--- config.mk ---
export PLATFORM = sky130hd
export DESIGN_NAME = vga_scanout
export DESIGN_NICKNAME = d
export VERILOG_FILES = /design/src/rtl/vga_pkg.sv /design/src/rtl/vga_scanout_scan_counter.sv /design/src/rtl/vga_scanout.sv
export SDC_FILE = /design/constraint.sdc
export NUM_CORES = 1
export LEC_CHECK = 0
export ABC_AREA = 1
export BUFFER_PORTS_ARGS = -buffer_cell sky130_fd_sc_hd__buf_4
export CELL_PAD_IN_SITES_DETAIL_PLACEMENT = 1
export CELL_PAD_IN_SITES_GLOBAL_PLACEMENT = 1
export CORE_MARGIN = 2
export CORE_UTILIZATION = 34
export CTS_CLUSTER_DIAMETER = 150
export CTS_CLUSTER_SIZE = 20
export DETAILED_ROUTE_END_ITERATION = 16
export PLACE_DENSITY = 0.76
export SYNTH_ARGS = -nofsm -noshare
export SYNTH_HDL_FRONTEND = slang
export SYNTH_SLANG_ARGS = --single-unit
--- constraint.sdc ---
create_clock -name clk -period 2 [get_ports clk]
set_clock_uncertainty 0.2 [all_clocks]
set_input_delay 0.2 -clock clk [delete_from_list [all_inputs] [get_ports clk]]
set_output_delay 0.2 -clock clk [all_outputs]
set_load 0.05 [all_outputs]
--- src/rtl/vga_pkg.sv ---
// Shared timing constants, colour type and small helpers for the VGA scan-out path.
package vga_pkg;

    // 640x480@60 default timing
    localparam int H_VISIBLE_DEF = 640;
    localparam int H_FRONT_DEF   = 16;
    localparam int H_SYNC_DEF    = 96;
    localparam int H_BACK_DEF    = 48;
    localparam int V_VISIBLE_DEF = 480;
    localparam int V_FRONT_DEF   = 10;
    localparam int V_SYNC_DEF    = 2;
    localparam int V_BACK_DEF    = 33;

    // Derived totals and sync windows (inclusive bounds)
    localparam int H_TOTAL_DEF    = H_VISIBLE_DEF + H_FRONT_DEF + H_SYNC_DEF + H_BACK_DEF;
    localparam int V_TOTAL_DEF    = V_VISIBLE_DEF + V_FRONT_DEF + V_SYNC_DEF + V_BACK_DEF;
    localparam int H_SYNC_START   = H_VISIBLE_DEF + H_FRONT_DEF;
    localparam int H_SYNC_END     = H_SYNC_START + H_SYNC_DEF - 1;
    localparam int V_SYNC_START   = V_VISIBLE_DEF + V_FRONT_DEF;
    localparam int V_SYNC_END     = V_SYNC_START + V_SYNC_DEF - 1;

    // Width of the raster counters; covers totals up to 1023
    localparam int CNT_W = 10;

    // 6-bit RRGGBB colour
    typedef logic [5:0] rgb_t;

    localparam rgb_t RGB_BLACK = 6'b00_00_00;
    localparam rgb_t RGB_GOLD  = 6'b11_10_00;
    localparam rgb_t RGB_RED   = 6'b11_00_00;

    // True when v lies in the closed interval [lo, hi]
    function automatic logic in_window(input logic [CNT_W-1:0] v,
                                       input logic [CNT_W-1:0] lo,
                                       input logic [CNT_W-1:0] hi);
        return (v >= lo) && (v <= hi);
    endfunction

endpackage

--- src/rtl/vga_scanout_scan_counter.sv ---
// Horizontal/vertical raster counter pair with wrap, synchronous reset and
// an end-of-frame strobe that is high on the last pixel of the frame.
module scan_counter
    import vga_pkg::*;
#(
    parameter int H_TOTAL = H_TOTAL_DEF,
    parameter int V_TOTAL = V_TOTAL_DEF
) (
    input  logic             clk,
    input  logic             reset,
    output logic [CNT_W-1:0] h_cnt_o,
    output logic [CNT_W-1:0] v_cnt_o,
    output logic             eof_o
);

    localparam logic [CNT_W-1:0] H_LAST = CNT_W'(H_TOTAL - 1);
    localparam logic [CNT_W-1:0] V_LAST = CNT_W'(V_TOTAL - 1);

    logic [CNT_W-1:0] h_cnt_q, h_cnt_d;
    logic [CNT_W-1:0] v_cnt_q, v_cnt_d;
    logic             h_wrap;
    logic             v_wrap;

    // Next-count logic: h always advances, v advances only when h wraps
    always_comb begin
        h_wrap  = (h_cnt_q == H_LAST);
        v_wrap  = (v_cnt_q == V_LAST);
        h_cnt_d = h_wrap ? '0 : h_cnt_q + CNT_W'(1);
        v_cnt_d = v_cnt_q;
        if (h_wrap) begin
            v_cnt_d = v_wrap ? '0 : v_cnt_q + CNT_W'(1);
        end
    end

    // Counter flops; reset restarts the raster at the top-left pixel
    always_ff @(posedge clk) begin
        if (reset) begin
            h_cnt_q <= '0;
            v_cnt_q <= '0;
        end else begin
            h_cnt_q <= h_cnt_d;
            v_cnt_q <= v_cnt_d;
        end
    end

    assign h_cnt_o = h_cnt_q;
    assign v_cnt_o = v_cnt_q;
    assign eof_o   = h_wrap && v_wrap;

endmodule

--- src/rtl/vga_scanout.sv ---
// VGA raster timing source and final pixel stage.
// x/y/active/line_start/frame_start come straight off the counters so that
// combinational overlays see the current pixel; colour and both syncs share
// one register stage so they remain aligned at the pins.
// Optional macro VGA_SCANOUT_FRAME_COUNT_EN enables the 8-bit frame counter;
// without it frame_count is tied to 0.
module vga_scanout
    import vga_pkg::*;
#(
    parameter int H_VISIBLE = H_VISIBLE_DEF,
    parameter int H_FRONT   = H_FRONT_DEF,
    parameter int H_SYNC    = H_SYNC_DEF,
    parameter int H_BACK    = H_BACK_DEF,
    parameter int V_VISIBLE = V_VISIBLE_DEF,
    parameter int V_FRONT   = V_FRONT_DEF,
    parameter int V_SYNC    = V_SYNC_DEF,
    parameter int V_BACK    = V_BACK_DEF
) (
    input  logic             clk,
    input  logic             reset,
    input  logic [5:0]       bg_rgb,
    input  logic             ov_draw,
    input  logic [5:0]       ov_rgb,
    output logic [CNT_W-1:0] x,
    output logic [CNT_W-1:0] y,
    output logic             active,
    output logic             line_start,
    output logic             frame_start,
    output logic             hsync,
    output logic             vsync,
    output logic [5:0]       rgb_out,
    output logic [7:0]       frame_count
);

    localparam int H_TOTAL = H_VISIBLE + H_FRONT + H_SYNC + H_BACK;
    localparam int V_TOTAL = V_VISIBLE + V_FRONT + V_SYNC + V_BACK;

    localparam logic [CNT_W-1:0] H_VIS_C  = CNT_W'(H_VISIBLE);
    localparam logic [CNT_W-1:0] V_VIS_C  = CNT_W'(V_VISIBLE);
    localparam logic [CNT_W-1:0] HS_START = CNT_W'(H_VISIBLE + H_FRONT);
    localparam logic [CNT_W-1:0] HS_END   = CNT_W'(H_VISIBLE + H_FRONT + H_SYNC - 1);
    localparam logic [CNT_W-1:0] VS_START = CNT_W'(V_VISIBLE + V_FRONT);
    localparam logic [CNT_W-1:0] VS_END   = CNT_W'(V_VISIBLE + V_FRONT + V_SYNC - 1);

    logic [CNT_W-1:0] h_cnt;
    logic [CNT_W-1:0] v_cnt;
    logic             eof;

    scan_counter #(
        .H_TOTAL (H_TOTAL),
        .V_TOTAL (V_TOTAL)
    ) u_scan_counter (
        .clk     (clk),
        .reset   (reset),
        .h_cnt_o (h_cnt),
        .v_cnt_o (v_cnt),
        .eof_o   (eof)
    );

    // Scan coordinates are presented unregistered to the overlay generators
    assign x = h_cnt;
    assign y = v_cnt;

    logic hsync_d, vsync_d;
    logic hsync_q, vsync_q;
    rgb_t rgb_d,   rgb_q;

    // Position decodes and pixel select for the current x/y
    always_comb begin
        active      = (h_cnt < H_VIS_C) && (v_cnt < V_VIS_C);
        line_start  = !reset && (h_cnt == '0);
        frame_start = line_start && (v_cnt == '0);
        hsync_d     = !in_window(h_cnt, HS_START, HS_END);
        vsync_d     = !in_window(v_cnt, VS_START, VS_END);
        rgb_d       = RGB_BLACK;
        if (active) begin
            rgb_d = ov_draw ? ov_rgb : bg_rgb;
        end
    end

    // Single output stage shared by colour and syncs
    always_ff @(posedge clk) begin
        if (reset) begin
            hsync_q <= 1'b1;
            vsync_q <= 1'b1;
            rgb_q   <= RGB_BLACK;
        end else begin
            hsync_q <= hsync_d;
            vsync_q <= vsync_d;
            rgb_q   <= rgb_d;
        end
    end

    assign hsync   = hsync_q;
    assign vsync   = vsync_q;
    assign rgb_out = rgb_q;

`ifdef VGA_SCANOUT_FRAME_COUNT_EN
    logic [7:0] frame_cnt_q, frame_cnt_d;

    // Advance on the edge where both counters wrap to the frame origin
    always_comb begin
        frame_cnt_d = frame_cnt_q;
        if (eof) begin
            frame_cnt_d = frame_cnt_q + 8'd1;
        end
    end

    // Frame counter flops, wrapping naturally 255 -> 0
    always_ff @(posedge clk) begin
        if (reset) begin
            frame_cnt_q <= 8'd0;
        end else begin
            frame_cnt_q <= frame_cnt_d;
        end
    end

    assign frame_count = frame_cnt_q;
`else
    logic unused_eof;
    assign unused_eof  = eof;
    assign frame_count = 8'd0;
`endif

endmodule

======== Yosys cells after proc, flatten, opt, wreduce, memory -nomap -nowiden ========
Cells that the tools add are included.
word-level totals
  logic and storage cells ................. 30
  ROM bits ................................ 0
  output and inout port bits .............. 39
  memories kept ........................... 0
  latch bits .............................. 0
  bits in writable memories ............... 0
  register bits ........................... 28
  bits of input ports ..................... 15
cells by class
  bitwise gates (word level) .............. 1
  order comparisons ....................... 6
  div/mod/pow operators ................... 0
  equal/unequal tests ..................... 2
  multipliers ............................. 0
  reduce and logical (&&, ||, !) cells .... 12
  muxes and demuxes ....................... 2
  add/subtract/negate cells ............... 2
  shift operators ......................... 0
operators with widths
  operator                                              count
  adder 10 x 1 -> 10 bit, second input constant         2
  equality test 10 bit, second input constant           2
  zero test 10 bit                                      2
  >= comparator 10 bit, second input constant           1
  >= comparator 10 x 9 -> 1 bit, second input constant  1
  <= comparator 10 bit, second input constant           1
  <= comparator 10 x 9 -> 1 bit, second input constant  1
  < comparator 10 bit, second input constant            1
  < comparator 10 x 9 -> 1 bit, second input constant   1
  two-way mux 10 bit                                    1
  two-way mux 6 bit                                     1
  logical AND 1 bit                                     5
  OR reduction 2 bit                                    2
  zero test 1 bit                                       3
  inverter 1 bit                                        1

======== Longest topological paths before layout ========
  word-level depth ........................ 4
  gate-level depth with buffers ........... 10
  depth with buffers taken out ............ 9

======== Cells and area by module ========
From an unflattened synthesis, not the netlist that was laid out.
second synthesis, totals
  cell total of the unflattened synthesis .. 247
  area, all modules ....................... 1654.1 sq um
by module, submodules not included
  module        instances  area each (sq um)  cells each  seq. area each (sq um)
  scan_counter  1          1119.8             167         400.4
  vga_scanout   1          534.3              80          160.2

======== Worst setup path after synthesis ========
Ideal clock, no wire load.
  kind .................................... reg-to-output
  start ................................... register u_scan_counter.h_cnt_q[7], in the netlist u_scan_counter.h_cnt_o[7]
  end ..................................... output active
  stages on the path, launching flop included .. 5
  arrival time ............................ 2320 ps
  buffers on the path ..................... 1
  slack ................................... -720 ps
  required time ........................... 1600 ps
  cell sequence ........................... dfxtp_1 > buf_6 > nand2_1 > inv_1 > nor4_1
between the ends
  longest elaborated chain between the ends .. 2
ends and longest elaborated chain
  what                    line                            RTL
  start, declared         vga_scanout_scan_counter.sv:19  logic [CNT_W-1:0] h_cnt_q, h_cnt_d;
  start signal, assigned  vga_scanout_scan_counter.sv:41  h_cnt_q <= h_cnt_d;
  < comparator 10 bit     vga_scanout.sv:70               active = (h_cnt < H_VIS_C) && (v_cnt < V_VIS_C);
  logical AND 1 bit       vga_scanout.sv:70
  end, declared           vga_scanout.sv:26               output logic active,
Every way passes these cells.

======== Worst setup path in the final report ========
  start ................................... register u_scan_counter.h_cnt_q[9], in the netlist u_scan_counter.h_cnt_o[9]
  end ..................................... output frame_start
between the ends
  longest elaborated chain between the ends .. 3
ends and longest elaborated chain
  what               line               RTL
  zero test 10 bit   vga_scanout.sv:71  line_start = !reset && (h_cnt == '0);
  logical AND 1 bit  vga_scanout.sv:71
  logical AND 1 bit  vga_scanout.sv:72  frame_start = line_start && (v_cnt == '0);
  end, declared      vga_scanout.sv:28  output logic frame_start,
Every way passes these cells.

==> impl_results.md <==
* Worst path buffer plus inverter count at 1
* Aggregate global-route resource usage at 0.196
* Die X-Extent at 72.0 microns
* Accumulated negative setup slack at 0 ns
* Share of the synthesized netlist area taken by xor and xnor gates at 0.0167
* Unrepaired setup endpoints after global routing: false
* IO Port Bufs at 45
* Die ar. at 5180 sq um
* P per Cell Area at 569 nW/um^2
* Standard cell area after detailed placement at 1950 sq um
* Boundary Pins at 54
* Maximum level of the CTS H-tree at 1
* Final standard cell count with taps included and fillers excluded at 350
* Hold Vio Cnt, Final at 0
* Post-Syn Area per Cell at 6.72 sq um
* Wire length of the first global-routing pass at 7.96 mm
* Fin crit share at 0.950
* Critical Path End Type: output port
* Fraction of the mapped netlist area in simple logic gates at 0.396
* Number of different library cells in the post-synthesis netlist at 29
* Initial antenna violation count at 0
* Portion of the post-synthesis area used by sequential elements at 0.357
* WL per Instance at 13.5 microns
* Predominant post-synthesis flop cell: dfxtp_1
* Final Hold Slack at 0.0198 ns
* Data arrival time at the worst-slack endpoint at 1.50 ns
* Mapped cell area at 1570 sq um
* Number of pins exceeding their max-slew limit in the final report at 0
* Std cell rows at 24
* Remaining antenna violation count at 0
* Number of cells in the design after placement at 329
* TritonCTS clock tree: built
* Number of DRC markers in iteration 0 at 53
* Outcome: finished, final reports clean
* Final setup vio count at 0
* Cell with the biggest individual delay on the critical path: dfxtp_2
* Clk root buf: clkbuf_8
* Antenna cells at 0
* Chain of cells forming the critical path: or2_0 -> nor3b_2 -> nand3_2 -> nor2_4 -> buf_8
* Via total after detailed routing at 1,652
* Layout area overhead at 41.7%
* Initial DRT Pass Iterations at 4
* Largest net degree at the start of global routing at 17
* Area inside the core boundary at 4410 sq um
* Post-CTS clock slew at the launch and capture registers of the worst setup and hold paths at 0.10 ns
* Total grt overflow at 0
* Total of warnings raised by yosys at 0
* Required time reported for the critical path endpoint at 1.60 ns
* Post-synthesis compound-gate area fraction at 0.0565
* Leakage power at 1.06 nW
* Setup slack after placement at 0.288 ns
* Vias per cell at 4.72
* Starting density of the core at 0.356
* Clk Latency, worst-skew pair at 0.28 ns
* Max-cap violation count at 0
* Slack of the critical path at 0.0995 ns
* Hold Crit Class: in2reg
* Number of enable-type register cells in the synthesized netlist at 0
* Adder and majority gate portion of the synthesized area at 0.0318
* Count of state elements after synthesis at 28
* Number of buffers on the longest clock path at 2
* Total length of routed wires at 4.73 mm
* Post-Synthesis Cells at 234
* Min Clock Period, post-route at 1.90 ns
* Worst-path maximum fanout at 6
* DIE HEIGHT at 72.0 microns
* Slowest cell delay on critical path at 0.36 ns
* Final HPWL from detailed placement at 3.36 mm
* Kind of critical path: reg2out
* Net count of the finished layout at 318
* Sort of element at the start of the critical path: flip-flop
* Vias in the first global route at 1,745
* Timing-limited maximum frequency at 0.526 GHz
* Share of cell area taken by muxes after synthesis at 0
* Highest ir drop seen on vdd at 0.000296 V
* Final GP Congestion at 0.859
* Combinational family with the most area after synthesis: simple AND/OR/NAND/NOR gates
* Clock tree sinks at 28
* Number of clock buffers inserted by TritonCTS at 3
* Layout cells sized above 1 at 0.262
* Worst path top cell family by delay: simple AND/OR/NAND/NOR gates
* Proportion of register bits with asynchronous set or reset after synthesis at 0
* Finished layout cell area at 2230 sq um
* Post CTS Setup Buffer Count at 0
* Remaining DRCs at 0
[routing by layer]
layer / global-route usage / vias to the layer above / part of all wire
li1: - / 839 / -
met1: 0.229 / 778 / 0.43
met2: 0.367 / 31 / 0.52
met3: 0.0292 / 4 / 0.035
met4: 0.0587 / 0 / 0.010
met5: 0 / - / 0
[power by group]
part | internal, W | leakage [nW] | switching (W)
sequential | 0.000570 | 0.230 | 0.00000855
clock | 0.000269 | 0.0357 | 0.000192
combinational | 0.0000832 | 0.794 | 0.000145
total | 0.000922 | 1.06 | 0.000345
[cells in the final DEF, fill, tap and decap left out, types with 3 or more instances in the layout]
cell and n:
nand2_1 57, buf_4 46, nor2_1 36, inv_1 31, dfxtp_1 23, dlygate4sd3_1 17
nand3_1 15, a21oi_1 10, conb_1 8, nand4_1 6, dfxtp_2 5, nor2_2 4
inv_2 4, ha_1 4, nor3b_2 3, nor3_1 3, nand2_2 3, xor2_1 3
clkbuf_8 3
[sequential cells by signal, indices dropped and copies added, names as in the netlist]
register                cells
hsync                       1
rgb_out                     6
u_scan_counter.h_cnt_o     10
u_scan_counter.v_cnt_o     10
vsync                       1
[layout make-up]
class	count	area, sq um
Sequential cell	28	567
Tap cell	52	65.1
Fill cell	569	2190
Timing Repair Buffer	64	531
Inverter	35	131
Clock buffer	3	41.3
Clock inverter	1	30.0
Multi-Input combinational cell	167	862
[logic make-up (layout without fill, tap and decap cells)]
logic type,Yosys count,after routing
XOR/XNOR,3,3
other,1,8
buffers and inverters,46,103
adder cells (fa/ha/maj),4,4
AND/OR/NAND/NOR,137,137
flip-flops,28,28
AO/OA/AOI/OAI,15,15
[Yosys cell counts, drive strengths merged (3+ instances only)]
master / count / area share
nor3b: 3 / 0.021
xor2: 3 / 0.017
nand3: 17 / 0.057
dfxtp: 28 / 0.36
ha: 4 / 0.032
inv: 35 / 0.084
nor2: 42 / 0.11
nor3: 5 / 0.022
nand2: 60 / 0.15
nand4: 6 / 0.024
buf: 11 / 0.056
a21oi: 10 / 0.032
[path summary, 6_finish.rpt]
kind / start / end / slack (ns) / cells after the start
max: u_scan_counter.h_cnt_o[9] / frame_start / 0.1 / 5
min: ov_draw / rgb_out[2] / 0.02 / 3
max reg2reg: u_scan_counter.h_cnt_o[0] / u_scan_counter.h_cnt_o[9] / 0.26 / 9
min reg2reg: u_scan_counter.v_cnt_o[1] / vsync / 0.26 / 1
[worst min-delay path, delay by kind of cell]
family,cells,cell delay (ns)
buf+inv,1,0.14
simple gates,1,0.06
compound gates,1,0.06
[repair_timing]
item                                    4_1_cts  5_1_grt
gates resized for setup                       1       11
cloned                                        0        0
endpoints found under the setup margin        2        3
hold buffers                                 17        0
pin swaps                                     1        3
endpoints found under the hold margin         9        0
[stage by stage]
step,utilization,total power [W]
CTS,0.498,0.00127
finish,0.505,0.00127
global placement,0.442,0.000784
detailed placement,0.442,0.000785
global route,0.505,0.00132
floorplan,-,0.000736
Power figures use the tool's default switching activity.
